## config.mk

```make
export PLATFORM = sky130hd
export DESIGN_NAME = y_out_clamp_fifo_flat
export DESIGN_NICKNAME = d
export VERILOG_FILES = /design/src/rtl/y_out_clamp_fifo_if.sv /design/src/rtl/y_out_clamp_fifo.sv /design/src/flat_wrapper.sv
export SDC_FILE = /design/constraint.sdc
export NUM_CORES = 1
export LEC_CHECK = 0
export ABC_AREA = 1
export CAP_MARGIN = 20
export CORE_MARGIN = 3
export CORE_UTILIZATION = 55
export DETAILED_ROUTE_END_ITERATION = 10
export GPL_TIMING_DRIVEN = 0
export PLACE_DENSITY = 0.77
export SYNTH_ARGS = -nofsm -noshare
export SYNTH_HDL_FRONTEND = slang
export SYNTH_SLANG_ARGS = --single-unit
```

## constraint.sdc

```tcl
create_clock -name clk -period 4.67 [get_ports clk]
set_input_delay 0.934 -clock clk [delete_from_list [all_inputs] [get_ports clk]]
set_output_delay 0.934 -clock clk [all_outputs]
set_load 0.01 [all_outputs]
```

## src/rtl/y_out_clamp_fifo_if.sv

```systemverilog
// rtl/y_out_clamp_fifo_if.sv - handshake bundle between the clamp FIFO and its neighbours
// Purpose: groups the sample input, pixel output and status signals of y_out_clamp_fifo.
// Ports (slave = FIFO side):
//   i_valid, i_y[9:0]       upstream signed filter sample
//   i_ready                 downstream accepts o_data
//   i_clr_ovf               synchronous clear of the sticky overflow flag
//   o_in_ready, o_valid     not-full / not-empty
//   o_data[7:0], o_eol      clamped head pixel and end-of-line marker
//   o_count[CW-1:0], o_ovf  occupancy and sticky overflow
interface y_out_clamp_fifo_if #(
  parameter int CW = 4
);
  logic          i_valid;
  logic [9:0]    i_y;
  logic          i_ready;
  logic          i_clr_ovf;
  logic          o_in_ready;
  logic          o_valid;
  logic [7:0]    o_data;
  logic          o_eol;
  logic [CW-1:0] o_count;
  logic          o_ovf;

  modport slave (
    input  i_valid, i_y, i_ready, i_clr_ovf,
    output o_in_ready, o_valid, o_data, o_eol, o_count, o_ovf
  );

  modport master (
    output i_valid, i_y, i_ready, i_clr_ovf,
    input  o_in_ready, o_valid, o_data, o_eol, o_count, o_ovf
  );
endinterface

```

## src/rtl/y_out_clamp_fifo.sv

```systemverilog
// rtl/y_out_clamp_fifo.sv - first-word-fall-through FIFO clamping signed samples to 8-bit pixels
// Purpose: clamps 10-bit signed samples to 0..255 on write, buffers DEPTH entries,
//   tags the last pixel of each LINE_WIDTH line and flags dropped samples.
// Ports:
//   clk  rising-edge clock
//   rst  asynchronous active-high reset
//   bus  y_out_clamp_fifo_if.slave (see interface file for signal list)
module y_out_clamp_fifo #(
  parameter int DEPTH      = 8,
  parameter int LINE_WIDTH = 16,
  parameter int CW         = $clog2(DEPTH) + 1
) (
  input  logic                  clk,
  input  logic                  rst,
  y_out_clamp_fifo_if.slave     bus
);
  localparam int AW   = $clog2(DEPTH);
  localparam int COLW = $clog2(LINE_WIDTH);
  localparam logic [CW-1:0]   FULL_COUNT = CW'(DEPTH);
  localparam logic [COLW-1:0] COL_LAST   = COLW'(LINE_WIDTH - 1);

  logic [7:0]      mem [DEPTH];
  logic [AW-1:0]   wr_ptr;
  logic [AW-1:0]   rd_ptr;
  logic [CW-1:0]   count;
  logic [COLW-1:0] col;
  logic            ovf;

  logic            full;
  logic            empty;
  logic            push;
  logic            pop;
  logic            ovf_set;
  logic [7:0]      clamped;

  // Status comes only from registered count, so no ready/valid input reaches these outputs.
  assign full    = (count == FULL_COUNT);
  assign empty   = (count == '0);
  assign push    = bus.i_valid && !full;
  assign pop     = !empty && bus.i_ready;
  // A pop in the same cycle does not free a slot for the incoming sample.
  assign ovf_set = bus.i_valid && full;

  // Sign bit set -> negative -> 0; bit 8 set on a positive value -> above 255.
  always_comb begin
    clamped = bus.i_y[7:0];
    if (bus.i_y[9])
      clamped = 8'h00;
    else if (bus.i_y[8])
      clamped = 8'hFF;
  end

  // Storage is not reset; only pointers and count define which entries are live.
  always_ff @(posedge clk) begin
    if (push)
      mem[wr_ptr] <= clamped;
  end

  always_ff @(posedge clk or posedge rst) begin
    if (rst) begin
      wr_ptr <= '0;
      rd_ptr <= '0;
      count  <= '0;
      col    <= '0;
      ovf    <= 1'b0;
    end else begin
      // DEPTH is a power of two, so natural pointer overflow is the modulo wrap.
      if (push)
        wr_ptr <= wr_ptr + AW'(1);
      if (pop) begin
        rd_ptr <= rd_ptr + AW'(1);
        col    <= (col == COL_LAST) ? '0 : col + COLW'(1);
      end
      case ({push, pop})
        2'b10:   count <= count + CW'(1);
        2'b01:   count <= count - CW'(1);
        default: count <= count;
      endcase
      // A fresh overflow takes priority over a clear in the same cycle.
      if (ovf_set)
        ovf <= 1'b1;
      else if (bus.i_clr_ovf)
        ovf <= 1'b0;
    end
  end

  assign bus.o_in_ready = !full;
  assign bus.o_valid    = !empty;
  assign bus.o_data     = mem[rd_ptr];
  assign bus.o_eol      = !empty && (col == COL_LAST);
  assign bus.o_count    = count;
  assign bus.o_ovf      = ovf;
endmodule

```

## src/flat_wrapper.sv

```systemverilog
// flat-port wrapper written by rule: the top's interface ports become plain ports
module y_out_clamp_fifo_flat 
#(
  parameter int DEPTH      = 8,
  parameter int LINE_WIDTH = 16,
  parameter int CW         = $clog2(DEPTH) + 1
)
  (clk, rst, bus_i_valid, bus_i_y, bus_i_ready, bus_i_clr_ovf, bus_o_in_ready, bus_o_valid, bus_o_data, bus_o_eol, bus_o_count, bus_o_ovf);
  y_out_clamp_fifo_if #(.CW(CW)) bus_i ();
  input  logic clk;
  input  logic rst;
  input wire logic [$bits(bus_i.i_valid)-1:0] bus_i_valid;
  input wire logic [$bits(bus_i.i_y)-1:0] bus_i_y;
  input wire logic [$bits(bus_i.i_ready)-1:0] bus_i_ready;
  input wire logic [$bits(bus_i.i_clr_ovf)-1:0] bus_i_clr_ovf;
  output wire logic [$bits(bus_i.o_in_ready)-1:0] bus_o_in_ready;
  output wire logic [$bits(bus_i.o_valid)-1:0] bus_o_valid;
  output wire logic [$bits(bus_i.o_data)-1:0] bus_o_data;
  output wire logic [$bits(bus_i.o_eol)-1:0] bus_o_eol;
  output wire logic [$bits(bus_i.o_count)-1:0] bus_o_count;
  output wire logic [$bits(bus_i.o_ovf)-1:0] bus_o_ovf;
  assign bus_i.i_valid = bus_i_valid;
  assign bus_i.i_y = bus_i_y;
  assign bus_i.i_ready = bus_i_ready;
  assign bus_i.i_clr_ovf = bus_i_clr_ovf;
  assign bus_o_in_ready = bus_i.o_in_ready;
  assign bus_o_valid = bus_i.o_valid;
  assign bus_o_data = bus_i.o_data;
  assign bus_o_eol = bus_i.o_eol;
  assign bus_o_count = bus_i.o_count;
  assign bus_o_ovf = bus_i.o_ovf;
  y_out_clamp_fifo #(.DEPTH(DEPTH), .LINE_WIDTH(LINE_WIDTH), .CW(CW)) u_core (.clk(clk), .rst(rst), .bus(bus_i));
endmodule
```

### Word-level counts from Yosys, hierarchy flattened

Memories as Yosys holds them, arrays and structs flattened.
Index checks and enable logic that the tools add are counted.

| word-level totals | value |
|---|---|
| memories kept | 1 |
| output and inout port bits | 16 |
| ROM bits | 0 |
| register bits after elaboration | 15 |
| bits in latches | 0 |
| logic and storage cells | 32 |
| input bits | 15 |
| RAM bits | 64 |

| operators by class | value |
|---|---|
| $add $sub $neg | 5 |
| shift operators | 0 |
| eq/ne operators | 4 |
| multiplexer cells | 8 |
| $mul | 0 |
| reductions and logical operators | 9 |
| order comparisons | 0 |
| divide/modulo/power cells | 0 |
| bitwise gates (word level) | 0 |

Memories:

| name | words | bits a word | rd ports | clocked after Yosys merged registers in | wr ports | line | RTL |
|---|---|---|---|---|---|---|---|
| u_core.mem | 8 | 8 | 1 | 0 | 1 | y_out_clamp_fifo.sv:22 | `logic [7:0] mem [DEPTH];` |

Operators with widths:

| cell | count |
|---|---|
| 2-to-1 mux 8 bit | 2 |
| adder 4 x 1 -> 4 bit, second input constant | 2 |
| == test 4 bit, second input constant | 2 |
| case mux 4 bit (2 select lines) | 1 |
| adder 3 x 1 -> 3 bit, second input constant | 2 |
| logical AND 1 bit | 4 |
| logical NOT 4 bit | 1 |
| 2-to-1 mux 1 bit | 4 |
| 2-to-1 mux 4 bit | 1 |
| nonzero test 2 bit | 2 |
| subtractor 4 x 1 -> 4 bit, second input constant | 1 |
| == test 2 x 1 -> 1 bit, second input constant | 1 |
| == test 2 bit, second input constant | 1 |
| logical NOT 1 bit | 2 |

### Depth between registers and ports, before layout

| logic depth | value |
|---|---|
| depth in word-level cells | 5 |
| mapped depth | 13 |
| gate-level depth less buffers | 13 |

### Worst setup path before layout

Ideal clock, no wire load.

| timing path | value |
|---|---|
| path type | input -> register |
| from | input port bus_i_ready |
| to | register u_core.count[2], in the netlist u_core.bus.o_count[2] |
| stages | 9 |
| required time | 4.541 ns |
| data arrival time | 1.965 ns |
| slack | 2.576 ns |
| path buffers | 0 |
| library setup time | 0.129 ns |
| cell sequence | nand2_4 -> inv_6 -> ha_1 -> nor2_1 -> nor2_2 -> ha_1 -> a21oi_1 -> xor2_1 -> o21ai_0 |

| on the way | value |
|---|---|
| word-level cells in the longest chain between the ends | 3 |
| elaborated cells on any way between the ends | 5 |
| those cells by class | eq/ne: 2; mux: 1; reduce/logical: 2 |

Ends and longest elaborated chain:

| what | line | RTL |
|---|---|---|
| from (decl) | flat_wrapper.sv:14 | `input wire logic [$bits(bus_i.i_ready)-1:0] bus_i_ready;` |
| logical AND 1 bit (*) | y_out_clamp_fifo.sv:40 | `assign pop = !empty && bus.i_ready;` |
| via u_core.pop | y_out_clamp_fifo.sv:32 | `logic pop;` |
| == test 2 x 1 -> 1 bit / == test 2 bit (equally long branches) | y_out_clamp_fifo.sv:74 | `case ({push, pop})` |
| case mux 4 bit (2 select lines) / nonzero test 2 bit (equally long branches) | -- |  |
| to (signal assigned) | y_out_clamp_fifo.sv:75 | `2'b10: count <= count + CW'(1);` |
| to (signal assigned) | y_out_clamp_fifo.sv:76 | `2'b01: count <= count - CW'(1);` |
| to (signal assigned) | y_out_clamp_fifo.sv:77 | `default: count <= count;` |
| to (decl) | y_out_clamp_fifo.sv:25 | `logic [CW-1:0] count;` |

Mark *: on every way through the listed nets, which the timed path passes. The rest lies on a longest branch.
A chain may end at the register's enable or synchronous reset.

### Worst setup path after layout

| timing path | value |
|---|---|
| from | register u_core.rd_ptr[0] |
| to | output port bus_o_data[1] |

| on the way | value |
|---|---|
| word-level cells in the longest chain between the ends | 1 |

Ends and longest elaborated chain:

| what | line | RTL |
|---|---|---|
| from (decl) | y_out_clamp_fifo.sv:24 | `logic [AW-1:0] rd_ptr;` |
| from (signal assigned) | y_out_clamp_fifo.sv:71 | `rd_ptr <= rd_ptr + AW'(1);` |
| memory (8 x 8 bit) | -- |  |
| to (decl) | flat_wrapper.sv:18 | `output wire logic [$bits(bus_i.o_data)-1:0] bus_o_data;` |

No other way between the ends.

==> results.json <==
{
  "crit_arrival_ps": 2170,
  "crit_top_cell": "sky130_fd_sc_hd__nand2_1",
  "die_w_um": 85.84,
  "grt_util_met1_pct": 28.29,
  "wire_length_of_the_first_global_routing_pass_um": 11180,
  "mostFrequentLayoutCells": "69 x sky130_fd_sc_hd__nor2_1, 64 x sky130_fd_sc_hd__edfxtp_1, 51 x sky130_fd_sc_hd__nand2_1",
  "drive_gt1_share_pct": 11.60,
  "hold_buffers": 0,
  "multi_input_area_mm2": 0.001052,
  "criticalPathCategory": "reg2out",
  "layout_worst_path_cycle_share_pct": 66.49,
  "setup_viol_count_final": 0,
  "synthesis.area_per_instance_um2": 11.02,
  "max_slew.worst_pin.slew_ps": 892.9,
  "cpLargestDelayFamily": "buffers and inverters",
  "synth-seq-area-share_pct": 65.52,
  "global_route_met2_utilization_pct": 31.07,
  "max_stage_delay_ps": 520,
  "floorplan.initialDensity_pct": 57.84,
  "num_antenna_cells": 0,
  "synth.yosys.warnings": 0,
  "cts_setup_buffers": 0,
  "cts_tree": "yes",
  "yosys_register_bits": 79,
  "grt_use_total_pct": 20.29,
  "timing.clock.skew_ps": 11.31,
  "final_hold_viol_count": 0,
  "register_area_mm2": 0.002297,
  "drc_errors": 0,
  "count_of_distinct_cell_types_in_the_synthesized_netlist": 29,
  "largest_driver_fanout_on_the_critical_path": 10,
  "htreeDepth": 3,
  "finish.net_count": 378,
  "chipHeight_um": 85.84,
  "worstPathBufferInverterCount": 3,
  "detail_route.vias_per_cell": 5.384,
  "postRouteAntennaNets": 0,
  "worst_ir_drop_vdd_v": 0.0003848,
  "max-cap-violations": 0,
  "via_count_of_the_first_global_routing_pass": 2210,
  "placeableCoreArea_mm2": 0.006061,
  "busiest_layer": "met2",
  "drt_wl_total_um": 6942,
  "drv_slew": 0,
  "fp.dieArea_mm2": 0.007369,
  "outcome": "completed",
  "place.gp.congestion": 0.7782,
  "place_hpwl_um": 4658,
  "overflow": 0,
  "layout.cells.most_common": "sky130_fd_sc_hd__nor2_1",
  "buffer_ports.inserted": 28,
  "p_per_area_mw_per_mm2": 654.2,
  "critical-path-slowest-cell": "sky130_fd_sc_hd__clkdlybuf4s50_1",
  "floorplan.io_pins": 31,
  "clock_latency_ps": 330,
  "hold_path.startpoint": "u_core.col[1]",
  "cells_along_the_critical_path": "inv_2, buf_4, nor2_1, o21ai_1, nand2_1, nand2_1, clkdlybuf4s50_1",
  "clock_sinks": 79,
  "routed-via-count": 2353,
  "max_slew_margin_pct": 40.26,
  "endpoint_kind": "primary output",
  "holdCritPathClass": "reg2reg",
  "drt_iter0_drc": 257,
  "ctsLongestPathBuffers": 2,
  "fillCellCount": 445,
  "synth_fp_nets": 339,
  "mappedNetlistArea_mm2": 0.003506,
  "clock_root_buffer": "sky130_fd_sc_hd__clkbuf_8",
  "path_clk_slew_ps": 80,
  "timing.final.crit_period_ps": 3105,
  "holdWs_ps": 522.5,
  "tritoncts.num_buffers": 9,
  "grt_setup_unrepaired": "no",
  "antenna_found_initial": 0,
  "power_leakage_nw": 1.576,
  "fmaxAchievable_mhz": 322.1,
  "worst_setup_path_start_kind": "flop",
  "met3_usage_pct": 5.572,
  "synthToLayoutAreaGrowth_pct": 16.70,
  "drt-pass1-iter-count": 5,
  "critPathLaunch": "u_core.rd_ptr[0]",
  "std_cell_rows": 28,
  "grt_max_degree": 16,
  "avgRoutedWirePerCell_um": 15.89,
  "cts_resized": 0,
  "regToRegStartpoint": "u_core.bus.o_count[0]",
  "required_time_of_the_critical_path_ps": 3740,
  "postSynthCellCount": 318,
  "tns_ps": 0
}
## sequential cells by signal, summed over array words and instances (netlist names)
name	flops
u_core.rd_ptr	3
u_core.col	4
u_core.wr_ptr	3
u_core.bus.o_ovf	1
u_core.bus.o_count	4
u_core.mem	64
## metal layers
layer | vias up | wire (um) | share of wire (%)
met5 | - | 0 | 0
met4 | 0 | 124 | 1.8
met3 | 10 | 372 | 5.4
met2 | 89 | 3278 | 47
met1 | 1105 | 3167 | 46
li1 | 1149 | - | -
## cell type report
cell class / count / area share [%]
Multi-Input combinational cell: 210 / 25.72
Timing Repair Buffer: 28 / 6.850
Buffer: 12 / 2.141
Tap cell: 75 / 2.294
Clock inverter: 6 / 2.049
Sequential cell: 79 / 56.15
Inverter: 17 / 1.682
Clock buffer: 10 / 3.119
## worst register-to-register path: stages (launching register included)
cell	delay [ps]
sky130_fd_sc_hd__dfrtp_1	460
sky130_fd_sc_hd__nor2_4	190
sky130_fd_sc_hd__nand3_2	120
sky130_fd_sc_hd__nand2_4	120
sky130_fd_sc_hd__inv_6	70
sky130_fd_sc_hd__ha_1	240
sky130_fd_sc_hd__nor2_1	120
sky130_fd_sc_hd__nor2_2	70
sky130_fd_sc_hd__ha_1	170
sky130_fd_sc_hd__a21oi_1	140
sky130_fd_sc_hd__xor2_1	160
sky130_fd_sc_hd__o21ai_0	90
## synthesized netlist by cell type, drive strengths merged
master / n / area share [%]
a21oi: 1 / 0.14
a31oi: 1 / 0.18
buf: 10 / 2.3
clkbuf: 2 / 0.21
clkinv: 1 / 0.11
dfrtp: 15 / 11
edfxtp: 64 / 55
ha: 6 / 2.1
inv: 16 / 1.9
nand2: 55 / 6.7
nand3: 9 / 1.8
nor2: 75 / 8.6
o21ai: 53 / 7.6
o22ai: 1 / 0.18
or2: 1 / 0.25
xnor2: 3 / 0.96
xor2: 5 / 1.5
## where the power goes
| part | switching [W] | internal, W |
|---|---|---|
| clock network | 0.000242 | 0.000300 |
| registers | 0.0000999 | 0.000917 |
| logic | 0.000651 | 0.000466 |
## through the flow
step | util (%) | setup slack (ps) | total power (W) | cells | instance area (um^2)
2_1_floorplan | - | 2576 | 0.001732 | 318 | 3506
3_3_place_gp | 64.02 | 1886 | 0.002098 | 421 | 3880
3_5_place_dp | 64.02 | 1880 | 0.002138 | 421 | 3880
4_1_cts | 67.51 | 1592 | 0.002677 | 437 | 4091
5_1_grt | 67.51 | 1421 | 0.002856 | 437 | 4091
6_report | 67.51 | 1565 | 0.002677 | 437 | 4091
## cells by family (layout without fill, tap and decap cells)
logic type	Yosys count	after routing	synth area share, %
flops	79	79	65.52
compound gates	56	56	8.066
simple gates	140	140	17.38
fa+ha+maj	6	6	2.141
buf+inv	29	73	4.461
xor+xnor	8	8	2.427
## worst paths after layout
check	to	slack, ps	cells after the start
min in group asynchronous	u_core.col[0]	940	2
max in group asynchronous	u_core.wr_ptr[0]	3360	2
min	u_core.col[1]	520	2
max	bus_o_data[1]	1570	7
min reg2reg	u_core.col[1]	520	2
max reg2reg	u_core.bus.o_count[2]	2610	11
Power figures use the tool's default switching activity.
